$ cat config.mk
export PLATFORM = sky130hd
export DESIGN_NAME = fsk_symbol_sequencer
export DESIGN_NICKNAME = d
export VERILOG_FILES = /design/src/rtl/fsk_mod_pkg.sv /design/src/rtl/sym_timer.sv /design/src/rtl/fsk_symbol_sequencer.sv
export SDC_FILE = /design/constraint.sdc
export NUM_CORES = 1
export LEC_CHECK = 0
export CAP_MARGIN = 30
export CORE_MARGIN = 4
export CORE_UTILIZATION = 49
export DETAILED_ROUTE_END_ITERATION = 8
export PLACE_DENSITY = 0.75
export SKIP_CTS_REPAIR_TIMING = 1
export SYNTH_ARGS = -nofsm -noshare
export SYNTH_HDL_FRONTEND = slang
export SYNTH_SLANG_ARGS = --single-unit
$ cat constraint.sdc
create_clock -name clk -period 2.3 [get_ports clk]
set_clock_uncertainty 0.1 [all_clocks]
set_input_delay 0.23 -clock clk [delete_from_list [all_inputs] [get_ports clk]]
set_output_delay 0.23 -clock clk [all_outputs]
set_load 0.01 [all_outputs]
$ cat src/rtl/fsk_mod_pkg.sv
// ============================================================================
// fsk_mod_pkg : shared types, constants and code helpers for the FSK/ASK
//               symbol sequencer.
// Rev 1.0
// ============================================================================
`default_nettype none

package fsk_mod_pkg;

    typedef enum logic [2:0] {
        IDLE   = 3'd0,
        START  = 3'd1,
        DATA   = 3'd2,
        PARITY = 3'd3,
        STOP   = 3'd4
    } state_t;

    localparam int DATA_BITS = 8;
    localparam int CODE_W    = 4;
    localparam logic [CODE_W-1:0] ZERO_CODE_SUB = 4'b0001;

    // freqDiv cannot run from an all-zero code
    function automatic logic [CODE_W-1:0] legal_code(input logic [CODE_W-1:0] code);
        return (code == '0) ? ZERO_CODE_SUB : code;
    endfunction

    // Returns {tx_en, code} for one symbol carrying bit value b
    function automatic logic [CODE_W:0] symbol_out(input logic              ask,
                                                   input logic [CODE_W-1:0] f0,
                                                   input logic [CODE_W-1:0] f1,
                                                   input logic              b);
        if (ask)
            return {b, f1};
        else
            return {1'b1, b ? f1 : f0};
    endfunction

endpackage

`default_nettype wire

$ cat src/rtl/sym_timer.sv
// ============================================================================
// sym_timer : symbol-period down-counter; reloaded on each load strobe,
//             flags the last and next-to-last cycle of the symbol.
// Rev 1.0
// ============================================================================
`default_nettype none

module sym_timer #(
    parameter int SYM_CYCLES = 1024
) (
    input  logic clk,
    input  logic rst,
    input  logic reload,
    output logic sym_end,
    output logic sym_near_end
);

    localparam int TW = $clog2(SYM_CYCLES);
    localparam logic [TW-1:0] c_reload = TW'(SYM_CYCLES - 1);

    logic [TW-1:0] r_cnt;

    always_ff @(posedge clk) begin
        if (!rst)
            r_cnt <= '0;
        else if (reload)
            r_cnt <= c_reload;
        else if (r_cnt != '0)
            r_cnt <= r_cnt - TW'(1);
    end

    assign sym_end      = (r_cnt == '0);
    assign sym_near_end = (r_cnt == TW'(1));

endmodule

`default_nettype wire

$ cat src/rtl/fsk_symbol_sequencer.sv
// ============================================================================
// fsk_symbol_sequencer : frames bytes as start + 8 LSB-first data + stop
//                        symbols and drives freqDiv codes (FSK or ASK).
// Optional parity symbol when FSK_PARITY_EN is defined.
// Rev 1.0
// ============================================================================
`default_nettype none

module fsk_symbol_sequencer
    import fsk_mod_pkg::*;
#(
    parameter int                SYM_CYCLES = 1024,
    parameter logic [CODE_W-1:0] IDLE_CODE  = 4'b1000
) (
    input  logic              clk,
    input  logic              rst,
    input  logic [7:0]        in_data,
    input  logic              in_valid,
    output logic              in_ready,
    input  logic              mode,
    input  logic [CODE_W-1:0] f0_code,
    input  logic [CODE_W-1:0] f1_code,
    output logic              msb,
    output logic [2:0]        cnt,
    output logic              load,
    output logic              tx_en,
    output logic              busy
);

    state_t              r_state, w_state;
    logic                r_mode, w_mode;
    logic [CODE_W-1:0]   r_f0, w_f0, r_f1, w_f1;
    logic [7:0]          r_shreg, w_shreg;
    logic [2:0]          r_bit_idx, w_bit_idx;
    logic [CODE_W-1:0]   r_code, w_code;
    logic                r_load, w_load, r_tx_en, w_tx_en;
    logic                r_busy, w_busy, r_in_ready, w_in_ready;
    logic                w_xfer, w_start, w_emit, w_bit;
    logic                w_sym_end, w_sym_near_end;
`ifdef FSK_PARITY_EN
    logic                r_parity, w_parity;
`endif

    sym_timer #(.SYM_CYCLES(SYM_CYCLES)) u_sym_timer (
        .clk          (clk),
        .rst          (rst),
        .reload       (w_load),
        .sym_end      (w_sym_end),
        .sym_near_end (w_sym_near_end)
    );

    assign w_xfer = in_valid & r_in_ready;

    always_comb begin
        w_state   = r_state;
        w_mode    = r_mode;
        w_f0      = r_f0;
        w_f1      = r_f1;
        w_shreg   = r_shreg;
        w_bit_idx = r_bit_idx;
        w_code    = r_code;
        w_tx_en   = r_tx_en;
        w_busy    = r_busy;
        w_load    = 1'b0;
        w_start   = 1'b0;
        w_emit    = 1'b0;
        w_bit     = 1'b1;
`ifdef FSK_PARITY_EN
        w_parity  = r_parity;
`endif
        case (r_state)
            IDLE: w_start = w_xfer;
            START: if (w_sym_end) begin
                w_state   = DATA;
                w_bit_idx = 3'd0;
                w_emit    = 1'b1;
                w_bit     = r_shreg[0];
                w_shreg   = r_shreg >> 1;
            end
            DATA: if (w_sym_end) begin
                w_emit = 1'b1;
                if (r_bit_idx == 3'(DATA_BITS - 1)) begin
`ifdef FSK_PARITY_EN
                    w_state = PARITY;
                    w_bit   = r_parity;
`else
                    w_state = STOP;
`endif
                end else begin
                    w_bit_idx = r_bit_idx + 3'd1;
                    w_bit     = r_shreg[0];
                    w_shreg   = r_shreg >> 1;
                end
            end
`ifdef FSK_PARITY_EN
            PARITY: if (w_sym_end) begin
                w_state = STOP;
                w_emit  = 1'b1;
            end
`endif
            STOP: if (w_sym_end) begin
                // in_ready is only high here on the final cycle, so a transfer
                // chains straight into the next frame on the same symbol grid
                if (w_xfer) begin
                    w_start = 1'b1;
                end else begin
                    w_state = IDLE;
                    w_load  = 1'b1;
                    w_code  = IDLE_CODE;
                    w_tx_en = 1'b0;
                    w_busy  = 1'b0;
                end
            end
            default: w_state = IDLE;
        endcase

        if (w_emit) begin
            w_load            = 1'b1;
            {w_tx_en, w_code} = symbol_out(r_mode, r_f0, r_f1, w_bit);
        end

        if (w_start) begin
            w_state           = START;
            w_mode            = mode;
            w_f0              = legal_code(f0_code);
            w_f1              = legal_code(f1_code);
            w_shreg           = in_data;
            w_load            = 1'b1;
            w_busy            = 1'b1;
            {w_tx_en, w_code} = symbol_out(mode, legal_code(f0_code), legal_code(f1_code), 1'b0);
`ifdef FSK_PARITY_EN
            w_parity          = ^in_data;
`endif
        end

        w_in_ready = (w_state == IDLE) || (w_state == STOP && !w_load && w_sym_near_end);
    end

    always_ff @(posedge clk) begin
        if (!rst) begin
            r_state    <= IDLE;
            r_mode     <= 1'b0;
            r_f0       <= ZERO_CODE_SUB;
            r_f1       <= ZERO_CODE_SUB;
            r_shreg    <= 8'd0;
            r_bit_idx  <= 3'd0;
            r_code     <= IDLE_CODE;
            r_load     <= 1'b0;
            r_tx_en    <= 1'b0;
            r_busy     <= 1'b0;
            r_in_ready <= 1'b0;
`ifdef FSK_PARITY_EN
            r_parity   <= 1'b0;
`endif
        end else begin
            r_state    <= w_state;
            r_mode     <= w_mode;
            r_f0       <= w_f0;
            r_f1       <= w_f1;
            r_shreg    <= w_shreg;
            r_bit_idx  <= w_bit_idx;
            r_code     <= w_code;
            r_load     <= w_load;
            r_tx_en    <= w_tx_en;
            r_busy     <= w_busy;
            r_in_ready <= w_in_ready;
`ifdef FSK_PARITY_EN
            r_parity   <= w_parity;
`endif
        end
    end

    assign in_ready = r_in_ready;
    assign msb      = r_code[3];
    assign cnt      = r_code[2:0];
    assign load     = r_load;
    assign tx_en    = r_tx_en;
    assign busy     = r_busy;

endmodule

`default_nettype wire

==> results of run 1 <==
## area by class of cell
class	instances	area, sq um
Timing Repair Buffer	69	609
Multi-Input combinational cell	196	1290
Fill cell	319	1190
Inverter	8	30.0
Clock inverter	2	35.0
Tap cell	50	62.6
Clock buffer	5	68.8
Sequential cell	41	827
## per-layer routing
metal  up-vias  wire (um)
met5         -          0
met4         0         59
li1       1063          -
met2        62       2650
met3        10        317
met1       995       2550
## critical path: cells and delay by family, from the launching register on
family          cells  cell delay [ps]
flops               1              330
simple gates        2              690
fa+ha+maj           1              140
compound gates      2              670
buf+inv             2              210
mux                 1              110
## cell families after synthesis
family | after synthesis | synth area share (%)
multiplexers | 7 | 3.34
flip-flops | 41 | 38.4
AO/OA/AOI/OAI | 72 | 23.6
buffers and inverters | 27 | 5.27
AND/OR/NAND/NOR | 108 | 25.0
adder cells (fa/ha/maj) | 4 | 2.34
XOR/XNOR | 5 | 2.05
## worst paths after layout
| check | start | end | depth (start not counted) |
|---|---|---|---|
| setup / recovery | u_sym_timer.r_cnt[1]$_SDFFE_PN0P_ | r_code[3]$_SDFFE_PN1P_ | 8 |
| hold / removal | r_bit_idx[2]$_SDFFE_PN0P_ | r_bit_idx[2]$_SDFFE_PN0P_ | 2 |
| setup reg to reg | u_sym_timer.r_cnt[1]$_SDFFE_PN0P_ | r_code[3]$_SDFFE_PN1P_ | 8 |
| hold reg to reg | r_bit_idx[2]$_SDFFE_PN0P_ | r_bit_idx[2]$_SDFFE_PN0P_ | 2 |
## cells in the mapped netlist (4+ instances only)
master / instances
o21ai_0: 8
a311oi_1: 8
xnor2_1: 5
nor3_1: 12
clkbuf_1: 15
nand2_1: 43
nand3_1: 7
nor4_1: 5
dfxtp_1: 41
inv_1: 7
mux2i_1: 6
a211oi_1: 7
nor2_1: 16
ha_1: 4
a21oi_1: 29
## registers in the layout, summed over array words and instances (netlist names), 3 cells and up
signal	count
r_f0	4
r_code	4
r_state	3
r_shreg	8
r_f1	4
r_bit_idx	3
u_sym_timer.r_cnt	10
## stage by stage
stage / hold WS, ps / power, W / setup slack, ps / TNS [ps]
after floorplan: 202 / 0.00183 / -42.4 / -104
after detailed placement: 352 / 0.00234 / -111 / -313
after CTS: 363 / 0.00291 / -126 / -378
final: 366 / 0.00304 / -71.7 / -134
after global routing: 385 / 0.00320 / -148 / -659
after global placement: 344 / 0.00230 / -44.3 / -99.5
## report_power, final
part / switching [W] / leakage, nW / internal, W / total [W]
logic: 0.000731 / 0.722 / 0.000796 / 0.00153
registers: 0.0000940 / 0.338 / 0.000856 / 0.000950
clock network: 0.000251 / 0.0540 / 0.000316 / 0.000566
==> flow_summary_export.csv, run 1 <==
group,metric,value,unit
outcome,status,"finished with violations",
outcome,failed_checks,"negative setup slack",
cts,htreeDepth,2,
cells_and_area,final_area,2930,sq um
synth,synth_cells,264,
global_routing,grtUsageMet2,34.6,%
sta,timing.fmax,422,MHz
hold_path,hold_class,"reg -> reg",
cells_and_area,final_cell_mix,"42 x nand2_1, 38 x buf_4, 36 x dfxtp_1",
sta,relSlewSlack,65.0,%
synth,synth_top_area_share,38.4,%
global_routing,met1_usage,27.5,%
synth,synth_nets,288,
routing,wl_per_cell,15.0,um
sta,hold_viol,0,
synth,yosys.area.top_type,"dfxtp_1",
worst_setup_path,critPathArrivalTime,2450,ps
routing,vias_per_cell,5.74,
power,total_leakage_power,1.11,nW
global_routing,grtUsageMet3,4.32,%
floorplan,rows,23,
floorplan,die-area,5480,sq um
synth,async_flop_share,0,%
synth,synth-edff-count,0,
global_routing,antenna_found_initial,0,
synth,synth_area_leaders,"dfxtp_1 38%, nand2_1 7.6%, a21oi_1 6.8%",
routing,drc,0,
synth,ys_types,49,
routing,via_count,2130,
floorplan,fp.dieH,74.0,um
cells_and_area,final_nets,345,
worst_setup_path,critPathKind,"reg -> reg",
worst_setup_path,crit_path_end_kind,"register",
floorplan,io-pin-count,28,
routing,wl,5.58,mm
routing,drt_pre_antenna_iters,4,
cts,clk_latency,290,ps
floorplan,fp.coreArea,4120,sq um
placement,gp_congestion,0.840,
global_routing,grt_first_pass_wirelength,8.98,mm
placement,dp_cells,359,
worst_setup_path,critical_path.max_fanout,4,
synth,ys.flop_type,"dfxtp_1",
cells_and_area,final_common_cell,"nand2_1",
global_routing,grt_busiest_layer,"met2",
synth,synth_warnings,0,
cts,numCtsBuffers,5,
floorplan,initial_core_util,51.9,%
cts,path_clk_slew,80,ps
sta,rsz0062_at_grt,"true",
cells_and_area,fin_util,71.1,%
floorplan,die_x,74.0,um
routing,drt-initial-drc-count,103,
cells_and_area,drive_gt1_share,26.2,%
worst_setup_path,path_cells,"inv_2 -> ha_4 -> or4b_4 -> buf_6 -> a2111oi_4 -> nor2b_1 -> mux2i_1 -> a221o_1",
global_routing,grt-ovfl-total,0,
worst_setup_path,slowest_stage,"or4b_4",
sta,period_minus_slack,2370,ps
worst_setup_path,r2r_setup_slack,-70,ps
cts,cts_max_path_buffers,2,
global_routing,grt_max_degree,27,
synth,synth.yosys.seq_area_share,38.4,%
sta,final-setup-viol-count,2,
cts,cts_tree,"yes",
placement,port_buffers,27,
placement,dpl.hpwl,3.92,mm
cts,cts.sinks,41,
worst_setup_path,cp-start-kind,"register",
synth,syn_area_per_cell,8.09,sq um
cells_and_area,antennaDiodeCount,0,
power,p_per_area,1040,nW/um^2
flow_run,max_cap_viol_count,0,
sta,worstMarginPinSlew,524,ps
sta,worst_slack,-71.7,ps
routing,antenna_left,0,
global_routing,track_usage,20.8,%
synth,synth_area,2140,sq um
global_routing,grt_pass1_vias,1950,
cells_and_area,layout.cells.non_filler,371,
synth,ys_ff_latch,41,
cells_and_area,area_delta_synth_final,37.1,%
power,peakVddDrop,0.813,mV
cts,root_buffer,"clkbuf_8",
worst_setup_path,cpPeakStageDelay,470,ps
placement,placed_cell_area,2700,sq um
sta,slew_viol_final,0,
sta,min_period_over_period,103,%
worst_setup_path,cp.required,2380,ps
No activity file was read; power rests on OpenSTA's default activity.
==> inputs of run 2 (changes only) <==
--- a/config.mk
+++ b/config.mk
@@ -9,6 +9,7 @@
 export CORE_MARGIN = 4
 export CORE_UTILIZATION = 49
 export DETAILED_ROUTE_END_ITERATION = 8
+export GPL_TIMING_DRIVEN = 0
 export PLACE_DENSITY = 0.75
 export SKIP_CTS_REPAIR_TIMING = 1
 export SYNTH_ARGS = -nofsm -noshare
==> run 2 against run 1 <==
Effect of this change:
- routed wire length up 0.25%
- combinational power decreased by 16%
- sequential share of layout area rose by 1.7 points
- global-route usage shrank 0.55 points
- non-clock buffer count shrank 15
- the flow still finishes with violations (negative setup slack)
- final area is 5.3% lower
- flip-flop and latch count unchanged
- worst setup slack got worse by 110 ps
==> flow_summary_export.csv, run 2 (synthesis gave the netlist of run 1 again) <==
group,metric,value,unit
cells_and_area,final_nets,330,
worst_setup_path,cp-start-kind,"register",
hold_path,min_path_cells,3,
sta,tns,-576,ps
global_routing,grt_max_degree,12,
cells_and_area,largest_reg_flops,10,
global_routing,antenna_found_initial,0,
outcome,failed_checks,"negative setup slack",
worst_setup_path,path_cells,"inv_2 -> ha_4 -> or4b_4 -> nor3_4 -> or4b_4 -> and3_1 -> o31a_1",
worst_setup_path,path_buf_inv,1,
sta,timing.fmax,402,MHz
worst_setup_path,critPathArrivalTime,2570,ps
routing,drt_pre_antenna_iters,4,
cells_and_area,antennaDiodeCount,0,
sta,final-setup-viol-count,4,
cts,numCtsBuffers,5,
floorplan,fp.dieH,74.0,um
sta,hold_viol,0,
placement,placed_cell_area,2510,sq um
sta,min_period_over_period,108,%
power,power,0.00272,W
routing,antenna_left,0,
cts,cts.sinks,41,
floorplan,die-area,5480,sq um
routing,vias_per_cell,5.83,
cts,clk_latency,290,ps
sta,relSlewSlack,63.7,%
cts,htreeDepth,2,
worst_setup_path,crit_path_end_kind,"register",
worst_setup_path,critical_path.max_fanout,6,
global_routing,grt_first_pass_wirelength,8.74,mm
hold_path,hold_class,"in -> reg",
cts,cts_tree,"yes",
cts,cts_max_path_buffers,2,
sta,fin_hold_ws,237,ps
cells_and_area,reg_top3,"u_sym_timer.r_cnt (10), r_shreg (8)",
routing,drt-initial-drc-count,110,
floorplan,io-pin-count,28,
floorplan,initial_core_util,51.9,%
power,total_leakage_power,0.992,nW
cells_and_area,area_delta_synth_final,29.8,%
cells_and_area,final_cell_mix,"42 x nand2_1, 35 x dfxtp_1, 28 x a21oi_1",
worst_setup_path,cpPeakStageDelay,540,ps
worst_setup_path,r2r.worst_path.cells,7,
worst_setup_path,slowest_stage,"or4b_4",
worst_setup_path,worstReg2RegEnd,"r_code[1]$_SDFFE_PN0P_",
cells_and_area,layout.cells.non_filler,355,
cells_and_area,final_area,2770,sq um
routing,wl_per_cell,15.8,um
global_routing,grt-ovfl-total,0,
cells_and_area,regMostFlops,"u_sym_timer.r_cnt",
floorplan,die_x,74.0,um
worst_setup_path,crit_start,"u_sym_timer.r_cnt[0]$_SDFFE_PN0P_",
sta,period_minus_slack,2490,ps
placement,dpl.hpwl,3.77,mm
cells_and_area,final_common_cell,"nand2_1",
worst_setup_path,critPathKind,"reg -> reg",
routing,wl,5.59,mm
placement,dp_cells,340,
cells_and_area,nFillCells,360,
power,peakVddDrop,0.713,mV
cells_and_area,drive_gt1_share,20.3,%
worst_setup_path,r2r_setup_slack,-190,ps
hold_path,min-delay-start,"mode",
cts,root_buffer,"clkbuf_8",
cells_and_area,multi_input_comb_area,1320,sq um
worst_setup_path,crit_family,"simple AND/OR/NAND/NOR gates",
sta,worstMarginPinSlew,544,ps
cts,path_clk_slew,70,ps
floorplan,rows,23,
power,p_per_area,981,nW/um^2
routing,via_count,2069,
worst_setup_path,critical_path.reg2reg.startpoint,"u_sym_timer.r_cnt[0]$_SDFFE_PN0P_",
floorplan,fp.coreArea,4120,sq um
global_routing,track_usage,20.3,%
routing,drc,0,
hold_path,min_to,"r_mode$_SDFFE_PN0N_",
sta,slew_viol_final,0,
worst_setup_path,cpMostUsedCell,"or4b_4",
global_routing,grt_pass1_vias,1852,
flow_run,max_cap_viol_count,0,
cells_and_area,regArea,831,sq um
sta,rsz0062_at_grt,"true",
worst_setup_path,cp.required,2380,ps
placement,port_buffers,26,
outcome,status,"finished with violations",
sta,worst_slack,-185,ps
placement,gp_congestion,0.843,
==> run 2: per-stage QoR <==
stage	worst slack (ps)	utilization, %
3_3_place_gp	-329	61.0
6_report	-185	67.3
2_1_floorplan	-42.4	-
4_1_cts	-343	62.8
3_5_place_dp	-330	61.0
5_1_grt	-253	67.3
==> run 2: cell type report <==
class | count | share of cell area, %
multi-input cells | 196 | 47.6
flip-flops and latches | 41 | 30.0
repair buffers | 40 | 13.5
plain buffers | 14 | 2.93
clock buffers | 5 | 2.48
well taps | 50 | 2.26
inverters | 8 | 1.08
clock inverters | 1 | 0.181
==> run 2: worst max-delay path by stage <==
stage,slack [ps],cells past startpoint,to
floorplan,-40,7,r_code[1]$_SDFFE_PN0P_
global placement,-330,8,u_sym_timer.r_cnt[9]$_SDFFE_PN0P_
detailed placement,-330,8,u_sym_timer.r_cnt[3]$_SDFFE_PN0P_
CTS,-340,8,u_sym_timer.r_cnt[3]$_SDFFE_PN0P_
global route,-250,7,r_code[3]$_SDFFE_PN1P_
finish,-190,7,r_code[1]$_SDFFE_PN0P_
==> run 2: report_power, final <==
part	leakage [nW]	switching [W]	internal (W)	total, W
Combinational	0.614	0.000682	0.000609	0.00129
Clock	0.0399	0.000235	0.000200	0.000435
Sequential	0.338	0.000130	0.000861	0.000991
==> run 2: worst register-to-register path, stage by stage (launching register included) <==
cell     delay (ps)
dfxtp_2         330
inv_2            90
ha_4            170
or4b_4          500
nor3_4          190
or4b_4          540
and3_1          190
o31a_1          260
==> run 2: metal layers <==
| layer | vias to the layer above | wire length [um] | part of all wire [%] | track usage, % |
|---|---|---|---|---|
| li1 | 1044 | - | - | - |
| met1 | 958 | 2610 | 47 | 28.7 |
| met2 | 55 | 2550 | 46 | 31.6 |
| met3 | 12 | 299 | 5.3 | 3.38 |
| met4 | 0 | 125 | 2.2 | 6.24 |
| met5 | - | 0 | 0 | 0 |
